**config.mk**
```make
export PLATFORM = sky130hd
export DESIGN_NAME = register_stack
export DESIGN_NICKNAME = d
export VERILOG_FILES = /design/src/rtl/register_stack_pkg.sv /design/src/rtl/register_stack.sv
export SDC_FILE = /design/constraint.sdc
export NUM_CORES = 1
export LEC_CHECK = 0
export BUFFER_PORTS_ARGS = -buffer_cell sky130_fd_sc_hd__buf_2
export CORE_UTILIZATION = 35
export CTS_CLUSTER_SIZE = 14
export DETAILED_ROUTE_END_ITERATION = 7
export SYNTH_ARGS = -nofsm -noshare
export SYNTH_HDL_FRONTEND = slang
export SYNTH_SLANG_ARGS = --single-unit
export TNS_END_PERCENT = 5
```
**constraint.sdc**
```tcl
create_clock -name CLK -period 23.2 [get_ports CLK]
set_input_delay 1.16 -clock CLK [delete_from_list [all_inputs] [get_ports CLK]]
set_output_delay 1.16 -clock CLK [all_outputs]
set_load 0.005 [all_outputs]
```
**src/rtl/register_stack_pkg.sv**
```systemverilog
// Shared definitions for the register stack: opcode encoding and opcode width.
package register_stack_pkg;

    localparam int OP_W = 3;

    // Opcodes 6 and 7 are unassigned and act as NOP.
    typedef enum logic [OP_W-1:0] {
        OP_NOP      = 3'd0,
        OP_PUSH     = 3'd1,
        OP_REPLACE2 = 3'd2,
        OP_POP      = 3'd3,
        OP_POP2     = 3'd4,
        OP_SWAP     = 3'd5
    } stack_op_e;

endpackage

```
**src/rtl/register_stack.sv**
```systemverilog
// Register stack: a shift-register array of DEPTH entries with s[0] as top,
// plus an occupancy count. The top two entries are exposed as a and b so an
// external ALU can compute a result and write it back with REPLACE2.
// Entries vacated by pops or binary-op replacement always fill with zero,
// so underflow is silent and reads back as 0.
module register_stack
    import register_stack_pkg::*;
#(
    parameter int DEPTH = 16,
    parameter int WIDTH = 16
) (
    input  logic             CLK,
    input  logic             RST,
    input  logic [OP_W-1:0]  stackOP,
    input  logic [WIDTH-1:0] w,
    output logic [WIDTH-1:0] a,
    output logic [WIDTH-1:0] b,
    output logic             empty,
    output logic             full
);

    localparam int            CW       = $clog2(DEPTH + 1);
    localparam logic [CW-1:0] FULL_CNT = CW'(DEPTH);
    localparam logic [CW-1:0] ONE      = CW'(1);
    localparam logic [CW-1:0] TWO      = CW'(2);

    logic [WIDTH-1:0] s      [DEPTH];
    logic [WIDTH-1:0] s_next [DEPTH];
    logic [CW-1:0]    count;
    logic [CW-1:0]    count_next;

    // Next-state of the entry array and count for the sampled opcode.
    always_comb begin
        for (int i = 0; i < DEPTH; i++) begin
            s_next[i] = s[i];
        end
        count_next = count;
        case (stackOP)
            OP_PUSH: begin
                // When full, the bottom entry falls off the end.
                s_next[0] = w;
                for (int i = 1; i < DEPTH; i++) begin
                    s_next[i] = s[i-1];
                end
                if (count != FULL_CNT) begin
                    count_next = count + ONE;
                end
            end
            OP_REPLACE2: begin
                // Consumes the two operands and leaves the result on top.
                s_next[0] = w;
                for (int i = 1; i < DEPTH - 1; i++) begin
                    s_next[i] = s[i+1];
                end
                s_next[DEPTH-1] = '0;
                count_next = (count > ONE) ? count - ONE : ONE;
            end
            OP_POP: begin
                for (int i = 0; i < DEPTH - 1; i++) begin
                    s_next[i] = s[i+1];
                end
                s_next[DEPTH-1] = '0;
                count_next = (count != '0) ? count - ONE : '0;
            end
            OP_POP2: begin
                for (int i = 0; i < DEPTH - 2; i++) begin
                    s_next[i] = s[i+2];
                end
                s_next[DEPTH-2] = '0;
                s_next[DEPTH-1] = '0;
                count_next = (count >= TWO) ? count - TWO : '0;
            end
            OP_SWAP: begin
                s_next[0] = s[1];
                s_next[1] = s[0];
            end
            default: begin
                // NOP and unassigned opcodes hold state.
            end
        endcase
    end

    // State register; reset clears every entry and the count immediately.
    always_ff @(posedge CLK or posedge RST) begin
        if (RST) begin
            for (int i = 0; i < DEPTH; i++) begin
                s[i] <= '0;
            end
            count <= '0;
        end else begin
            for (int i = 0; i < DEPTH; i++) begin
                s[i] <= s_next[i];
            end
            count <= count_next;
        end
    end

    assign a     = s[0];
    assign b     = s[1];
    assign empty = (count == '0);
    assign full  = (count == FULL_CNT);

endmodule

```
Word level (Yosys, flattened, before mapping)
Index checks and enable logic that the tools add are counted.

Add/subtract/negate cells: 3. Magnitude comparators: 2. Eq/ne operators: 8. Muxes and demuxes: 7. Reductions and logical operators: 7.

Operators by type and width (number): 224-bit case mux with 3 select lines (1); 32-bit case mux with 5 select lines (1); 5-bit two-way mux (4); 5-bit case mux with 4 select lines (1); 5-bit nonzero test (2); 3-bit by 2-bit equality test with 1-bit output, second input constant (2); 3-bit equality test, second input constant (2); 5-bit by 1-bit adder with 5-bit output, second input constant (1); 5-bit equality test, second input constant (1); 5-bit by 2-bit greater-or-equal comparator with 1-bit output, second input constant (1); 5-bit by 1-bit greater-than comparator with 1-bit output, second input constant (1); 5-bit logical NOT (1); 5-bit inequality test, second input constant (1); 5-bit by 1-bit subtractor with 5-bit output, second input constant (1); 5-bit by 2-bit subtractor with 5-bit output, second input constant (1); 4-bit nonzero test (1); 3-bit by 1-bit equality test with 1-bit output, second input constant (1); 3-bit nonzero test (1); 2-bit inequality test, second input constant (1); 2-bit AND reduction (1); 2-bit OR reduction (1).

Register bits: 261. Input bits: 21. Output and inout port bits: 34. Word-level logic and storage cells: 44.

Depth between registers and ports, before layout
Gate-level depths: netlist (run 1).

Depth after elaboration: 3. Depth in mapped cells: 9. Depth with buffers taken out: 7.

Worst setup path after synthesis (run 1)
Ideal clock, no wire load.

Path type: input to register. Start: input stackOP[2]. End: register s (netlist bit a[4]). Setup time: 83 ps. Data arrival time: 2781 ps. Required time: 23117 ps. Setup slack: 20336 ps. Cell stages on the path: 9. Path buffers: 3. Path through: buf_4 > inv_1 > ha_1 > clkbuf_1 > or3b_2 > a21oi_4 > buf_4 > a32oi_1 > o21ai_0.

Word-level cells in the longest chain between the ends: 2. Elaborated cells between the ends (all ways): 7. Those cells by class: eq/ne (5); mux (1); reduce/logical (1).

RTL lines: start: declaration (line register_stack.sv:14) `input logic [OP_W-1:0] stackOP,`; 3-bit equality test (tied with other cells) (line register_stack.sv:38) `case (stackOP)`; 32-bit case mux with 5 select lines or 5-bit nonzero test (tied branches); end signal: indexed assignment (line register_stack.sv:92) `s[i] <= s_next[i];`; end: declaration (line register_stack.sv:27) `logic [WIDTH-1:0] s [DEPTH];`.

Parallel ways exist; a longest one is shown, timed or not. A chain may end at the register's enable or synchronous reset.

Final worst setup path (run 1)
Start: input stackOP[2]. End: register s[123] in the netlist's numbering.

Word-level cells in the longest chain between the ends: 3. Elaborated cells between the ends (all ways): 7. Those cells by class: eq/ne (4); mux (1); reduce/logical (2).

RTL lines (line): 3-bit by 2-bit equality test with 1-bit output (register_stack.sv:38); 2-bit OR reduction (no source line); 224-bit case mux with 3 select lines or 3-bit nonzero test (tied branches).

Parallel ways exist; a longest one is shown, timed or not.

==> metrics.cfg, run 1 <==
[run_status]
status = finished clean

[global_routing]
grt_pass1_vias = 10900
grt_pass1_wl_mm = 56.1
grt_usage = 0.167
grt_overflow_total = 0
grt_max_degree = 171
antenna_found_initial = 0

[route]
ant_nets = 0
dr_wl_met2_mm = 14.7
routed.top_layer = met4
totalWireLength_mm = 32.8
avgRoutedWirePerCell_um = 16.9
viasPerCell = 5.84
drc_errors = 0
firstDrtPassIters = 6
wirelength_met1_mm = 15.8
wl_met3_mm = 1.96
vias = 11400
dr.first_iter.drc_count = 1540

[timing]
fin_worst_skew_ns = 0.00955
tightest_slew_ns = 1.07
slew_violations = 0
holdWs_ns = 0.506
hold_viol_final = 0
period_share = 0.180
fin_crit_ns = 4.17
finalSetupTns_ns = 0
grt_setup_unrepaired = no
fin_ws_ns = 19.03
clock.fmax_mhz = 240
slew_headroom = 0.288
setup-violations-final = 0

[clock_tree]
cts_sinks = 261
cts_tree = yes
cts_resized = 0
clkTransAtPathRegs_ns = 0.06
cts_htree_levels = 1
insertion_delay_ns = 0.55
cts-root-buf = clkbuf_16
ctsHoldBuffers = 0
clockBufferDepth = 3
post_cts_buffers = 0
cts_made_buffers = 30

[synth]
synth_cell_types = 45
syn_avg_cell_area_um2 = 8.96
synth-async-reset-ratio = 1.00
synth_edf_count = 0
yosys_warnings = 0
synthFlopType = dfrtp_1
syn_nets = 1522
syn-instance-count = 1492
synth_area_mm2 = 0.0134
yosys_register_bits = 261
ys_seq_area_frac = 0.489

[place]
dpl.hpwl_mm = 17.4
gp_congestion = 0.823
portBuffers = 54
dp.cells = 1893
placed_area_mm2 = 0.0136
post-place-ws_ns = 18.47

[die]
core_region_area_mm2 = 0.0377
die_w_um = 197
fp.dieH_um = 197
rows = 71
num_io_pins = 55
start_util = 0.355
dieArea_mm2 = 0.0390

[power]
power_mw = 1.31
swShare = 0.314
leakage_nw = 5.68
ir_drop_mv = 0.0560
p_seq_frac = 0.486
p_switching_mw = 0.411
combinationalPowerShare = 0.173
power_density_mw_per_mm2 = 90.1
p_clk_frac = 0.340
intPower_mw = 0.896

[worst_hold_path]
hold_path_class = flop to flop

[worst_setup_path]
crit_arrival_ns = 4.65
worstSetupPathType = input port to flop
crit_fanout = 97
required_ns = 23.68
cp-end-kind = flop
start_kind = input port

[cells_and_area]
drive_gt1_frac = 0.0850
layout_commonest_cell = dfrtp_1
area_growth_pct = 8.55
fin_nets = 1444
fin_area_mm2 = 0.0145
final-instance-count-excl-fill = 1946
final_cell_mix = 261 x dfrtp_1, 208 x a22oi_1, 199 x o21ai_0, 199 x nor2_1, 181 x a21oi_1
post-route-util = 0.385
diodes = 0

[job]
cap_viol_max_count = 0

-- sequential cells by signal, indices dropped and copies added (netlist names) --
register / cells
s: 224
a: 16
b: 16
count: 5
-- synth_stat cells (all sizes together) (7+ instances only) --
cell type  instances  area [um2]
a21oi            182         922
a222oi            16         160
a22oi            208        1560
a31oi             32         200
a32oi             34         298
buf               81         499
clkbuf            99         372
dfrtp            261        6530
ha                 9         113
inv                7        26.3
mux2i             17         170
nand2             86         323
nor2             200         751
o21ai            200        1000
o22ai             17         106
-- power by group through the flow --
| stage | Clock (mW) | Sequential [mW] | Combinational (mW) |
|---|---|---|---|
| after floorplan | 0 | 0.606 | 0.198 |
| after global placement | 0 | 0.637 | 0.222 |
| after detailed placement | 0 | 0.639 | 0.227 |
| after CTS | 0.458 | 0.632 | 0.227 |
| after global routing | 0.477 | 0.648 | 0.260 |
| final | 0.445 | 0.636 | 0.226 |
-- critical path, cell delays in order --
cell,delay (ns)
buf_2,0.20
inv_1,0.18
ha_4,0.55
or3_4,0.49
buf_4,0.81
buf_4,0.88
nor2_1,0.09
a31oi_1,0.16
-- layer usage --
layer,up-vias,GRT usage
met3,32,0.0222
met5,-,0
met4,0,0.0319
li1,5326,-
met2,365,0.261
met1,5647,0.247
-- layout make-up --
class	instances	area [um2]
multi-input cells	1044	5980
repair buffers	70	403
clock inverters	3	17.5
well taps	511	639
clock buffers	50	907
fillers	3767	23200
inverters	7	33.8
flip-flops and latches	261	6530
-- cell families (layout without fill, tap and decap cells) --
logic type | Yosys count | in the layout | synth area share
AO/OA/AOI/OAI | 699 | 699 | 0.324
AND/OR/NAND/NOR | 313 | 313 | 0.0948
flip-flops | 261 | 261 | 0.489
buffers and inverters | 187 | 130 | 0.0671
multiplexers | 18 | 18 | 0.0136
adder cells (fa/ha/maj) | 9 | 9 | 0.00842
XOR/XNOR | 5 | 5 | 0.00328
-- worst paths after layout --
check / cells past startpoint / to / slack (ns) / start
hold reg to reg: 2 / s[28] / 0.51 / s[12]
min in group asynchronous: 2 / s[28] / 0.72 / RST
setup reg to reg: 6 / count[0] / 21.01 / count[1]
setup / recovery: 8 / s[123] / 19.03 / stackOP[2]
max in group asynchronous: 3 / s[34] / 20.90 / RST
hold / removal: 2 / s[28] / 0.51 / s[12]
Note: power is estimated with default switching activity, not from simulation.
==> run 2, diff against run 1 <==
clock period = 3.55 ns   (was 23.2 ns; I/O delays follow)
==> run 2 against run 1 <==
Total power grew to 6.5 times the previous value. Utilization rose by 0.89 points. Sequential share of layout area down 1.0 points. Worst hold slack worse by 0.38 ns. Largest cell class unchanged. Largest power group unchanged.
==> metrics.cfg, run 2 (synthesis gave the netlist of run 1 again) <==
[clock_tree]
post_cts_buffers = 0
cts_tree = yes
cts_made_buffers = 28
clkTransAtPathRegs_ns = 0.06
cts_resized = 0
cts_sinks = 261
cts-root-buf = clkbuf_16
insertion_delay_ns = 0.53
cts_htree_levels = 1
clockBufferDepth = 3

[timing]
setup-violations-final = 0
fin_crit_ns = 2.30
slew_headroom = 0.321
clock.fmax_mhz = 434
period_share = 0.649
grt_setup_unrepaired = no
finalSetupTns_ns = 0
fin_worst_skew_ns = 0.0110
holdWs_ns = 0.129
slew_violations = 0
hold_viol_final = 0
tightest_slew_ns = 1.02

[cells_and_area]
drive_gt1_frac = 0.0900
final-instance-count-excl-fill = 1966
final_cell_mix = 261 x dfrtp_1, 208 x a22oi_1, 199 x o21ai_0, 199 x nor2_1, 181 x a21oi_1
layout_commonest_cell = dfrtp_1
top_register = s
area_growth_pct = 11.0
diodes = 0
fin_nets = 1465
final.fill_count = 3731
largest_register_ffs = 224

[worst_setup_path]
crit_path_max_incr_delay_ns = 0.51
crit_fanout = 6
start_kind = flop
cp_cell_sequence = inv_1 > ha_1 > nor4b_1 > buf_2
startpoint = count[1]
required_ns = 3.37
crit_slowest_cell = nor4b_1
cp-end-kind = primary output
timing.rr.start = count[1]
worstSetupPathType = flop to primary output
crit_arrival_ns = 2.13

[global_routing]
grt_pass1_wl_mm = 56.0
grt_usage = 0.168
grt_pass1_vias = 10500
grt_max_degree = 120
grt_overflow_total = 0
antenna_found_initial = 0

[place]
portBuffers = 54
dpl.hpwl_mm = 18.0
dp.cells = 1899
gp_congestion = 0.808

[die]
dieArea_mm2 = 0.0390
core_region_area_mm2 = 0.0377
rows = 71
die_w_um = 197
fp.dieH_um = 197
num_io_pins = 55
start_util = 0.355

[worst_hold_path]
min_from = stackOP[2]
hold_path_class = input port to flop

[job]
cap_viol_max_count = 0

[route]
wirelength_met1_mm = 16.3
firstDrtPassIters = 7
drc_errors = 0
dr.first_iter.drc_count = 1516
routed.top_layer = met4
totalWireLength_mm = 32.9
vias = 11400
wl_met3_mm = 2.12
avgRoutedWirePerCell_um = 16.8
viasPerCell = 5.80
dr_wl_met2_mm = 14.1
ant_nets = 0

[power]
ir_drop_mv = 0.369
power_mw = 8.54
leakage_nw = 5.83
power_density_mw_per_mm2 = 575

[run_status]
status = finished clean

-- run 2: cell types whose count changed in the layout (fill, tap and decap cells not counted), sizes merged --
cell,before,now
dlygate4sd3,0,17
clkbuf,50,46
clkinv,2,4
buf,70,76
inv,7,6
-- run 2: stage by stage --
step                      setup WS (ns)  instance area (um2)  utilization
final                              1.25                14800        0.394
after global routing              0.986                14800        0.394
after CTS                          1.25                14800        0.394
after detailed placement           1.08                13800        0.365
after global placement             1.13                13800        0.365
after floorplan                 -0.0691                13400            -
-- run 2: cell type report --
cell class | instances | area (um2) | area share
Clock inverter | 4 | 20.0 | 0.00135
Clock buffer | 46 | 890 | 0.0599
Timing Repair Buffer | 93 | 756 | 0.0509
Sequential cell | 261 | 6530 | 0.440
Multi-Input combinational cell | 1044 | 5980 | 0.403
Tap cell | 511 | 639 | 0.0431
Inverter | 7 | 30.0 | 0.00202
-- run 2: path summary, 6_finish.rpt --
check | slack, ns | cells past startpoint | end
max in group asynchronous | 2.15 | 4 | s[2]
worst max-delay path | 1.25 | 4 | empty
worst min-delay path | 0.13 | 3 | count[2]
worst max register to register | 1.30 | 6 | count[0]
worst min register to register | 0.50 | 2 | s[19]
min in group asynchronous | 0.41 | 3 | s[23]
-- run 2: power breakdown --
| part | switching (mW) | internal (mW) |
|---|---|---|
| Clock | 1.16 | 1.69 |
| Combinational | 0.864 | 0.667 |
| Sequential | 0.648 | 3.51 |
| Total | 2.67 | 5.87 |
-- run 2: per-layer routing --
| layer | vias up | GRT usage |
|---|---|---|
| met4 | 0 | 0.0445 |
| met3 | 36 | 0.0215 |
| met5 | - | 0 |
| met2 | 438 | 0.234 |
| met1 | 5545 | 0.267 |
| li1 | 5381 | - |
-- run 2: timing repair --
action                                 4_1_cts  5_1_grt
hold buffers                                17        0
endpoints found under the hold margin       53        0
setup endpoints to repair                    0        0
-- run 2: critical path, delay by kind of cell (launching register included) --
family,cells,cell delay (ns)
simple gates,1,0.51
flops,1,0.46
buf+inv,2,0.43
fa+ha+maj,1,0.20
